--- src/rtl/popcount_pkg.sv ---
// Shared types and default sizing for the popcount sequencer.
// GROUPS sets the word width; CW must hold a count of 0..3*GROUPS.
package popcount_pkg;

    typedef enum logic [1:0] {
        IDLE = 2'd0,
        RUN  = 2'd1,
        DONE = 2'd2
    } state_t;

    localparam int DEF_GROUPS = 4;
    localparam int DEF_CW     = 4;

endpackage

--- src/rtl/ones3_counter.sv ---
// Three-input ones counter (a full adder).
// Output is {carry, sum}, i.e. the number of set inputs.
module ones3_counter (
    input  logic       a,
    input  logic       b,
    input  logic       c,
    output logic [1:0] cnt
);

    assign cnt = {(a & b) | (a & c) | (b & c), a ^ b ^ c};

endmodule

--- src/rtl/popcount_sequencer.sv ---
// Serial popcount: one 3-bit group per cycle through a single ones3_counter.
// The accumulated count is published on entry to DONE and held until the next word.
module popcount_sequencer
    import popcount_pkg::*;
#(
    parameter int GROUPS = DEF_GROUPS,
    parameter int CW     = DEF_CW
) (
    input  logic                  clk,
    input  logic                  rst,
    input  logic                  start,
    input  logic [3*GROUPS-1:0]   data_in,
    output logic                  busy,
    output logic                  done,
    output logic [CW-1:0]         count
);

    localparam int W  = 3 * GROUPS;
    localparam int IW = (GROUPS > 1) ? $clog2(GROUPS) : 1;
    localparam logic [IW-1:0] LAST = IW'(GROUPS - 1);

    state_t         state;
    state_t         state_nx;
    logic [W-1:0]   sreg;
    logic [CW-1:0]  acc;
    logic [CW-1:0]  acc_sum;
    logic [IW-1:0]  idx;
    logic [1:0]     grp;
    logic           last;

    ones3_counter u_ones (
        .a   (sreg[0]),
        .b   (sreg[1]),
        .c   (sreg[2]),
        .cnt (grp)
    );

    assign acc_sum = acc + CW'(grp);
    assign last    = (idx == LAST);

    always_comb begin
        state_nx = state;
        busy     = 1'b0;
        done     = 1'b0;
        unique case (state)
            IDLE: begin
                if (start) state_nx = RUN;
            end
            RUN: begin
                busy = 1'b1;
                if (last) state_nx = DONE;
            end
            DONE: begin
                done     = 1'b1;
                state_nx = IDLE;
            end
            default: state_nx = IDLE;
        endcase
    end

    always_ff @(posedge clk) begin
        if (rst) begin
            state <= IDLE;
            sreg  <= '0;
            acc   <= '0;
            idx   <= '0;
            count <= '0;
        end else begin
            state <= state_nx;
            unique case (state)
                IDLE: begin
                    if (start) begin
                        sreg <= data_in;
                        acc  <= '0;
                        idx  <= '0;
                    end
                end
                RUN: begin
                    sreg <= sreg >> 3;
                    acc  <= acc_sum;
                    idx  <= last ? '0 : idx + IW'(1);
                    // count must see this cycle's group too
                    if (last) count <= acc_sum;
                end
                default: ;
            endcase
        end
    end

endmodule
--- config.mk ---
export PLATFORM = sky130hd
export DESIGN_NAME = popcount_sequencer
export DESIGN_NICKNAME = d
export VERILOG_FILES = /design/src/rtl/popcount_pkg.sv /design/src/rtl/ones3_counter.sv /design/src/rtl/popcount_sequencer.sv
export SDC_FILE = /design/constraint.sdc
export NUM_CORES = 1
export LEC_CHECK = 0
export ABC_AREA = 1
export BUFFER_PORTS_ARGS = -buffer_cell sky130_fd_sc_hd__buf_2
export CORE_MARGIN = 2
export CORE_UTILIZATION = 30
export DETAILED_ROUTE_END_ITERATION = 10
export RECOVER_POWER = 25
export SLEW_MARGIN = 15
export SYNTH_ARGS = -nofsm -noshare
export SYNTH_HDL_FRONTEND = slang
export SYNTH_SLANG_ARGS = --single-unit
--- constraint.sdc ---
create_clock -name clk -period 1.6 [get_ports clk]
set_input_delay 0.16 -clock clk [delete_from_list [all_inputs] [get_ports clk]]
set_output_delay 0.16 -clock clk [all_outputs]
set_load 0.03 [all_outputs]
==> results of run 1 <==
==> path summary, 6_finish.rpt <==
path / start / to
setup / recovery: sreg[2]$_SDFFE_PP0P_ / acc[2]$_SDFFE_PP0P_
hold / removal: data_in[11] / sreg[11]$_SDFFE_PP0P_
setup reg to reg: sreg[2]$_SDFFE_PP0P_ / acc[2]$_SDFFE_PP0P_
hold reg to reg: sreg[5]$_SDFFE_PP0P_ / sreg[2]$_SDFFE_PP0P_
==> layer usage <==
layer | track usage | vias to the layer above | wire [um]
met5 | 0 | - | 0
met4 | 0.04076 | 0 | 27
met3 | 0.02993 | 2 | 107
met2 | 0.1940 | 23 | 1117
met1 | 0.1602 | 444 | 1062
li1 | - | 491 | -
==> state kept, by name (all words and copies together), names as in the netlist <==
register	count
acc	4
idx	2
state	2
count	4
sreg	12
==> cell usage after synthesis <==
cell type / n / area (um2)
nand2_1: 37 / 138.9
dfxtp_1: 24 / 480.5
o21ai_0: 21 / 105.1
a21oi_1: 13 / 65.06
nor2_1: 11 / 41.29
inv_1: 6 / 22.52
a21oi_2: 5 / 43.79
nand3_1: 4 / 20.02
buf_6: 3 / 33.78
ha_1: 3 / 37.54
clkbuf_1: 2 / 7.510
fa_1: 2 / 40.04
clkbuf_2: 1 / 5.000
clkinv_1: 1 / 3.750
clkinv_4: 1 / 8.760
o211a_1: 1 / 10.01
xor2_1: 1 / 8.760
==> cells by family after synthesis <==
group,Yosys count
AOI/OAI and AO/OA,40
xor gates and xnor gates,1
adders and majority gates,5
buffers and inverters,14
DFF,24
and+or+nand+nor,52
==> area by class of cell <==
cell class | instances | area, um2
Fill cell | 358 | 2111
Multi-Input combinational cell | 98 | 535.5
Sequential cell | 24 | 484.2
Timing Repair Buffer | 26 | 143.9
Tap cell | 46 | 57.56
Inverter | 8 | 35.03
Clock buffer | 3 | 22.52
==> tightest hold or removal path, stage by stage <==
cell	delay [ns]
buf_2	0.10
nand2_1	0.05
a21oi_1	0.05
==> power by group <==
group          internal [mW]  total [mW]  switching, mW  leakage [nW]
sequential             0.630       0.648         0.0187         0.197
combinational         0.0655       0.156         0.0905         0.321
clock                 0.0880       0.256          0.168        0.0138
==> per-stage QoR <==
stage                     instance area, um2  cells
after floorplan                         1079    136
after global placement                  1227    201
after detailed placement                1227    201
after CTS                               1270    205
after global routing                    1279    205
final                                   1279    205
==> what timing repair did <==
action	CTS	global route
buffers inserted	1	0
pin swaps	4	1
setup endpoints to repair	6	6
resized for setup	3	4
==> qor.txt, run 1 <==
Post-Route WL: 2316 um
Post-Syn Area: 1072 um2
DRT antenna net count: 0
PnR Total Power: 1.061 mW
Pleak: 0.5323 nW
First-pass GRT wire length: 3974 um
Gpl congestion: 0.7477
DR vias: 960
H-tree depth: 1
Die area: 4069 um2
Area grow syn2layout: 19.25%
Tcrit/Tclk final: 1.112
Initial DRC Count: 61
CTS Buffer Depth: 2
Synth unique cells: 17
Setup TNS: -0.9583 ns
N_diodes: 0
Worst path bufs/invs: 0
Adder-cell share of the synthesized area: 0.07235
Crit. path cell count: 6
Mean post-synth cell area: 7.884 um2
Slew HR: 0.7582
Fmax: 0.5620 GHz
Via/cell ratio: 4.683
Sequential share of the synthesized area: 0.4481
Critical Path AT: 2.04 ns
Synth Register Bits: 24
Final Net Count: 181
Chip height: 63.79 um
Crit start category: flop
Fin. Hold Viols: 0
PD cells: 829.4 nW/um2
Worst vdd ir: 252.6 uV
Final setup fails: 6
Synth warn: 0
Crit path max fanout: 2
Post-Synth XOR/XNOR Area: 0.008168
Final setup margin: -0.1795 ns
Least-Margin Pin Slew: 0.3642 ns
Total Routing Usage GR: 0.1216
Status: finished with violations
PortBufs: 20
Worst skew pair latency: 0.31 ns
Setup WS pre-CTS: -0.2150 ns
HPWL after DPL: 1658 um
Num CTS Buffers: 3
Syn nets: 156
RSZ-0062 raised after global routing: true
Final hold slack: 0.09198 ns
Number of remaining DRC errors: 0
Worst path required time: 1.86 ns
Final number of max-transition violations: 0
CP max stage delay: 0.47 ns
Core ar.: 3390 um2
Hold Path Class: input port to flop
Share of cells above drive strength 1: 0.2516
Largest net degree at the start of global routing: 17
Post-Synth Simple-Gate Area: 0.1867
Root Driver: clkbuf_4
WS Path Type: flop to flop
Count of hold buffers inserted by post-cts repair: 0
Synth Area in Compound Gates: 0.2089
Mean routed wirelength per cell: 11.30 um
Final core occ: 0.3773
Largest family of logic cells by synthesized area: compound AO/OA/AOI/OAI gates
R2R setup slack: -0.18 ns
Reg2Reg Depth: 6
Std cell rows: 21
Initial antenna violation count: 0
Mux contribution to synthesized area: 0
Commonest non-fill, non-tap cell in the layout: nand2_1
Worst path slowest cell: fa_1
Clk slew on worst S/H paths: 0.12 ns
Fin crit period: 1.779 ns
Number of global-route vias before repair: 890
Delay-heaviest family, CP: adder cells
Violations in the final reports: negative setup slack
Synth Instances: 136
GR Overflow Total: 0
Maxcap violations: 0
IO Count: 21
Die width: 63.79 um
Worst hold stages: 3
Worst-path cell chain: fa_1, ha_2, fa_2, xor2_2, nand2_1, a21oi_2
Router iterations before antenna repair: 4
Starting Density: 0.3164
Clock Skew: 0.005077 ns
Worst setup EP type: flop
Clock Sinks: 24
CTS tree: done
Most frequent cells in the layout: nand2_1 (37), o21ai_0 (21), dfxtp_1 (21)
Note: power is estimated with default switching activity, not from simulation.
==> inputs of run 2 (changes only) <==
--- a/config.mk
+++ b/config.mk
@@ -7,9 +7,11 @@
 export LEC_CHECK = 0
 export ABC_AREA = 1
 export BUFFER_PORTS_ARGS = -buffer_cell sky130_fd_sc_hd__buf_2
+export CORE_ASPECT_RATIO = 1.75
 export CORE_MARGIN = 2
-export CORE_UTILIZATION = 30
+export CORE_UTILIZATION = 46
 export DETAILED_ROUTE_END_ITERATION = 10
+export PLACE_DENSITY = 0.71
 export RECOVER_POWER = 25
 export SLEW_MARGIN = 15
 export SYNTH_ARGS = -nofsm -noshare
==> run 2 against run 1 <==
  * The flow still finishes with violations (negative setup slack)
  * Design area rose by 1.1%
  * First-iteration DRC count down 54%
  * Cell count shrank 10%
  * Via count grew 3.6%
  * Global-route usage is 7.2 points higher
  * Largest power group unchanged
==> qor.txt, run 2 (same netlist as run 1, synthesis figures left out) <==
Area grow syn2layout: 20.54%
Worst path slowest cell: fa_2
Crit start category: flop
Clock Sinks: 24 (unchanged)
Number of global-route vias before repair: 875 (-1.7%)
Worst path bufs/invs: 0 (unchanged)
WS Path Type: flop to flop
Violations in the final reports: negative setup slack
HPWL after DPL: 1685 um (+1.6%)
Final number of max-transition violations: 0 (unchanged)
Worst vdd ir: 640.5 uV (+150%)
Final setup margin: -0.2124 ns (-0.03295 ns)
Tcrit/Tclk final: 1.133 (+0.02059)
PortBufs: 20 (unchanged)
First-pass GRT wire length: 3629 um (-8.7%)
Maxcap violations: 0 (unchanged)
Largest regs: sreg (12), acc (4), count (4)
Setup TNS: -0.9944 ns (-0.03603 ns)
Final Net Count: 181 (unchanged)
R2R setup slack: -0.21 ns (-0.03 ns)
Fin crit period: 1.812 ns (+0.03295 ns)
Std cell rows: 23 (+9.5%)
Least-Margin Pin Slew: 0.3726 ns (+0.008360 ns)
Router iterations before antenna repair: 4 (unchanged)
Most frequent cells in the layout: nand2_1 (35), o21ai_0 (21), dfxtp_1 (21)
Reg2Reg Depth: 5 (-1)
CTS tree: done
Crit path from: sreg[2]$_SDFFE_PP0P_
Max reg flops: 12 (unchanged)
RSZ-0062 raised after global routing: true
Core ar.: 2245 um2 (-34%)
N_diodes: 0 (unchanged)
Pleak: 0.5359 nW (+0.68%)
Fin. Hold Viols: 0 (unchanged)
DR vias: 995 (+3.6%)
Die area: 2748 um2 (-32%)
Num CTS Buffers: 3 (unchanged)
Delay-heaviest family, CP: adder cells
Placed Instances: 180 (-10%)
GR Overflow Total: 0 (unchanged)
Fmax: 0.5517 GHz (-1.8%)
Initial DRC Count: 28 (-54%)
Share of cells above drive strength 1: 0.2767 (+0.02516)
Worst-path cell chain: fa_2, ha_4, fa_2, nand2_1, a21oi_1
R2r startpoint: sreg[2]$_SDFFE_PP0P_
Worst hold stages: 3 (unchanged)
Mean routed wirelength per cell: 12.88 um (+14%)
Gpl congestion: 0.8173 (+9.3%)
Non-Filler Instances: 184 (-10%)
Final hold slack: 0.1379 ns (+0.04593 ns)
Biggest register: sreg
Worst hold path startpoint: data_in[11]
Slew HR: 0.7516 (-0.006614)
Crit path max fanout: 2 (unchanged)
Clock Skew: 0.002326 ns (-0.002751 ns)
Starting Density: 0.4777 (+0.1614)
DRT antenna net count: 0 (unchanged)
Via/cell ratio: 5.408 (+15%)
CP dominant cell by count: fa_2
Final setup fails: 6 (unchanged)
Worst setup EP type: flop
Setup WS pre-CTS: -0.2459 ns (-0.03100 ns)
Largest net degree at the start of global routing: 17 (unchanged)
Hold Path Class: input port to flop
FILL cells: 216 (-40%)
H-tree depth: 1 (unchanged)
CTS Buffer Depth: 2 (unchanged)
Count of hold buffers inserted by post-cts repair: 0 (unchanged)
Clk slew on worst S/H paths: 0.08 ns (-0.04 ns)
Root Driver: clkbuf_8
Number of remaining DRC errors: 0 (unchanged)
PD cells: 909.5 nW/um2 (+9.7%)
Worst skew pair latency: 0.26 ns (-0.05 ns)
Worst path required time: 1.80 ns (-0.06 ns)
CP max stage delay: 0.55 ns (+0.08 ns)
Critical Path AT: 2.02 ns (-0.02 ns)
Initial antenna violation count: 0 (unchanged)
Chip height: 67.87 um (+6.4%)
IO Count: 21 (unchanged)
Post-Route WL: 2369 um (+2.3%)
Status: finished with violations
Total Routing Usage GR: 0.1935 (+0.07193)
Die width: 40.50 um (-37%)
Crit. path cell count: 5 (-1)
Commonest non-fill, non-tap cell in the layout: nand2_1
[run 2: changes by cell type in the layout (fill, tap and decap cells not counted), moves of 2 or more]
cell | previous run | this run
clkbuf_8 | 0 | 3
nand2_2 | 0 | 2
clkbuf_4 | 3 | 0
nand2_1 | 37 | 35
[run 2: report_power, final]
part           total [mW]  internal [mW]  switching (mW)
Sequential          0.650          0.629          0.0211
Combinational       0.174         0.0745          0.0998
Clock               0.351          0.168           0.183
Total                1.18          0.872           0.304
[run 2: stage by stage]
stage	total power, mW	cell area (um2)	utilization
2_1_floorplan	0.7697	1079	-
3_3_place_gp	0.8109	1201	0.5351
3_5_place_dp	0.8176	1201	0.5351
4_1_cts	1.171	1271	0.5663
5_1_grt	1.232	1292	0.5758
6_report	1.176	1292	0.5758
[run 2: per-layer routing]
layer / up-vias / share of wire / global-route usage
li1: 492 / - / -
met1: 472 / 0.39 / 0.2107
met2: 22 / 0.53 / 0.3433
met3: 9 / 0.035 / 0.01948
met4: 0 / 0.039 / 0.1000
met5: - / 0 / 0
[run 2: worst min-delay path: cells and delay by family]
family	cells	cell delay (ns)
buffers and inverters	1	0.10
AND/OR/NAND/NOR	1	0.05
AO/OA/AOI/OAI	1	0.05
[run 2: path summary, 6_finish.rpt]
path	end
max reg2reg	acc[1]$_SDFFE_PP0P_
min	sreg[11]$_SDFFE_PP0P_
min reg2reg	sreg[5]$_SDFFE_PP0P_
max	acc[1]$_SDFFE_PP0P_
[run 2: area by class of cell]
class	count	area [um2]	share of cell area
clock buffer	3	41.29	0.03195
inverter	8	35.03	0.02711
multi-input combinational	98	560.5	0.4337
sequential	24	484.2	0.3746
tap	25	31.28	0.02420
timing repair buffer	26	140.1	0.1084
[run 2: timing repair]
item                       in CTS  in global routing
setup buffers                   1                  1
setup endpoints to repair       6                  6
gates resized for setup         5                  9
pin swaps                      11                  8
==> inputs of run 3 (changes only) <==
--- a/config.mk
+++ b/config.mk
@@ -10,6 +10,7 @@
 export CORE_ASPECT_RATIO = 1.75
 export CORE_MARGIN = 2
 export CORE_UTILIZATION = 46
+export CTS_CLUSTER_DIAMETER = 100
 export DETAILED_ROUTE_END_ITERATION = 10
 export PLACE_DENSITY = 0.71
 export RECOVER_POWER = 25
==> constraint.sdc (replaced) <==
create_clock -name clk -period 1.6 [get_ports clk]
set_input_delay 0.08 -clock clk [delete_from_list [all_inputs] [get_ports clk]]
set_output_delay 0.08 -clock clk [all_outputs]
set_load 0.03 [all_outputs]
==> run 3 against run 2 <==
  * Combinational power about the same
  * Non-clock buffer count is the same
  * Sequential power is essentially flat
  * Largest cell class unchanged
  * Highest routed layer unchanged
  * The flow still finishes with violations (negative setup slack)
==> qor.txt, run 3 (same netlist as run 1, synthesis figures left out) <==
Commonest non-fill, non-tap cell in the layout: nand2_1
Worst vdd ir: 663.1 uV (+3.5%)
Final setup fails: 6 (unchanged)
Clk slew on worst S/H paths: 0.08 ns (about the same)
CTS Buffer Depth: 2 (unchanged)
Root Driver: clkbuf_8
Share of cells above drive strength 1: 0.2767 (unchanged)
Fmax: 0.5517 GHz (about the same)
Initial antenna violation count: 0 (unchanged)
Chip height: 67.87 um (unchanged)
PD cells: 908.6 nW/um2 (about the same)
Gpl congestion: 0.8173 (unchanged)
Worst skew pair latency: 0.26 ns (about the same)
GR Overflow Total: 0 (unchanged)
Final Net Count: 181 (unchanged)
Maxcap violations: 0 (unchanged)
Metal3 WL: 75 um (-11%)
Number of remaining DRC errors: 0 (unchanged)
Routed metal-1 wire length: 954 um (+2.0%)
Largest net degree at the start of global routing: 17 (unchanged)
Most frequent cells in the layout: nand2_1 (35), o21ai_0 (21), dfxtp_1 (21)
Die area: 2748 um2 (unchanged)
Hold Path Class: input port to flop
PnR Total Power: 1.177 mW (about the same)
Worst path required time: 1.80 ns (about the same)
Std cell rows: 23 (unchanged)
Area grow syn2layout: 20.77%
Mean routed wirelength per cell: 12.92 um (+0.34%)
Final setup margin: -0.2127 ns (-0.0002680 ns)
Post-Route WL: 2377 um (+0.34%)
FILL cells: 216 (unchanged)
Biggest register: sreg
PortBufs: 20 (unchanged)
CTS tree: done
IO Count: 21 (unchanged)
Router iterations before antenna repair: 4 (unchanged)
Via/cell ratio: 5.380 (-0.50%)
WS Path Type: flop to flop
Max Used Layer: met4
Count of hold buffers inserted by post-cts repair: 0 (unchanged)
Clock Sinks: 24 (unchanged)
R2R setup slack: -0.21 ns (about the same)
Pleak: 0.5349 nW (-0.19%)
First-pass GRT wire length: 3629 um (unchanged)
Tcrit/Tclk final: 1.133 (about the same)
HPWL after DPL: 1685 um (unchanged)
N_diodes: 0 (unchanged)
Least-Margin Pin Slew: 0.3741 ns (+0.001521 ns)
DRT antenna net count: 0 (unchanged)
Crit start category: flop
RSZ-0062 raised after global routing: true
Crit path max fanout: 2 (unchanged)
Fin. Hold Viols: 0 (unchanged)
WL met2: 1253 um (-0.24%)
Critical Path AT: 2.02 ns (about the same)
Status: finished with violations
Placed Instances: 180 (unchanged)
Worst setup EP type: flop
Total Routing Usage GR: 0.1935 (unchanged)
Initial DRC Count: 28 (unchanged)
Final number of max-transition violations: 0 (unchanged)
Number of global-route vias before repair: 875 (unchanged)
DR vias: 990 (-0.50%)
H-tree depth: 1 (unchanged)
Final hold slack: 0.05884 ns (-0.07908 ns)
Die width: 40.50 um (unchanged)
Largest regs: sreg (12), acc (4), count (4)
Max reg flops: 12 (unchanged)
Starting Density: 0.4777 (unchanged)
Slew HR: 0.7517 (about the same)
Violations in the final reports: negative setup slack
Num CTS Buffers: 3 (unchanged)
Fin crit period: 1.813 ns (+0.0002680 ns)
Setup TNS: -0.9924 ns (+0.001915 ns)
Non-Filler Instances: 184 (unchanged)
Core ar.: 2245 um2 (unchanged)
Clock Skew: 0.002906 ns (+0.0005800 ns)
[run 3: cell counts in the layout (fill, tap and decap cells not counted)]
Identical to the previous run, type by type.
[run 3: final timing paths]
path	from	cells after the start	endpoint
max	sreg[2]$_SDFFE_PP0P_	5	acc[1]$_SDFFE_PP0P_
max reg2reg	sreg[2]$_SDFFE_PP0P_	5	acc[1]$_SDFFE_PP0P_
min reg2reg	sreg[8]$_SDFFE_PP0P_	2	sreg[5]$_SDFFE_PP0P_
min	data_in[11]	3	sreg[11]$_SDFFE_PP0P_
[run 3: power by group]
part	internal, mW	leakage, nW	switching, mW	total, mW
clock network	0.168	0.0216	0.182	0.350
logic	0.0761	0.316	0.101	0.177
registers	0.629	0.197	0.0210	0.650
total	0.874	0.535	0.303	1.18
[run 3: worst max-delay path, cell delays in order, from the launching register on]
cell	delay, ns
dfxtp_2	0.34
fa_2	0.50
ha_4	0.18
fa_2	0.55
nand2_1	0.06
a21oi_1	0.11
[run 3: final cells by class]
| cell class | instances | area [um2] | area share |
|---|---|---|---|
| well taps | 25 | 31.28 | 0.02415 |
| clock buffers | 3 | 41.29 | 0.03188 |
| multi-input cells | 98 | 560.5 | 0.4329 |
| flip-flops and latches | 24 | 484.2 | 0.3739 |
| inverters | 8 | 35.03 | 0.02705 |
| repair buffers | 26 | 142.6 | 0.1101 |
[run 3: metrics by stage]
step | setup slack [ns] | cell area [um2] | util
floorplan | -0.1298 | 1079 | -
global placement | -0.1710 | 1201 | 0.5351
detailed placement | -0.2459 | 1201 | 0.5351
CTS | -0.2213 | 1271 | 0.5663
global route | -0.2899 | 1295 | 0.5769
finish | -0.2127 | 1295 | 0.5769
[run 3: layer usage]
layer | track usage | vias up
met5 | 0 | -
met4 | 0.1000 | 0
met3 | 0.01948 | 9
met2 | 0.3433 | 18
met1 | 0.2107 | 471
li1 | - | 492
[run 3: what timing repair did]
action,in CTS,in global routing
resized for setup,5,9
pin swaps,11,8
setup endpoints to repair,6,6
buffers inserted,1,1
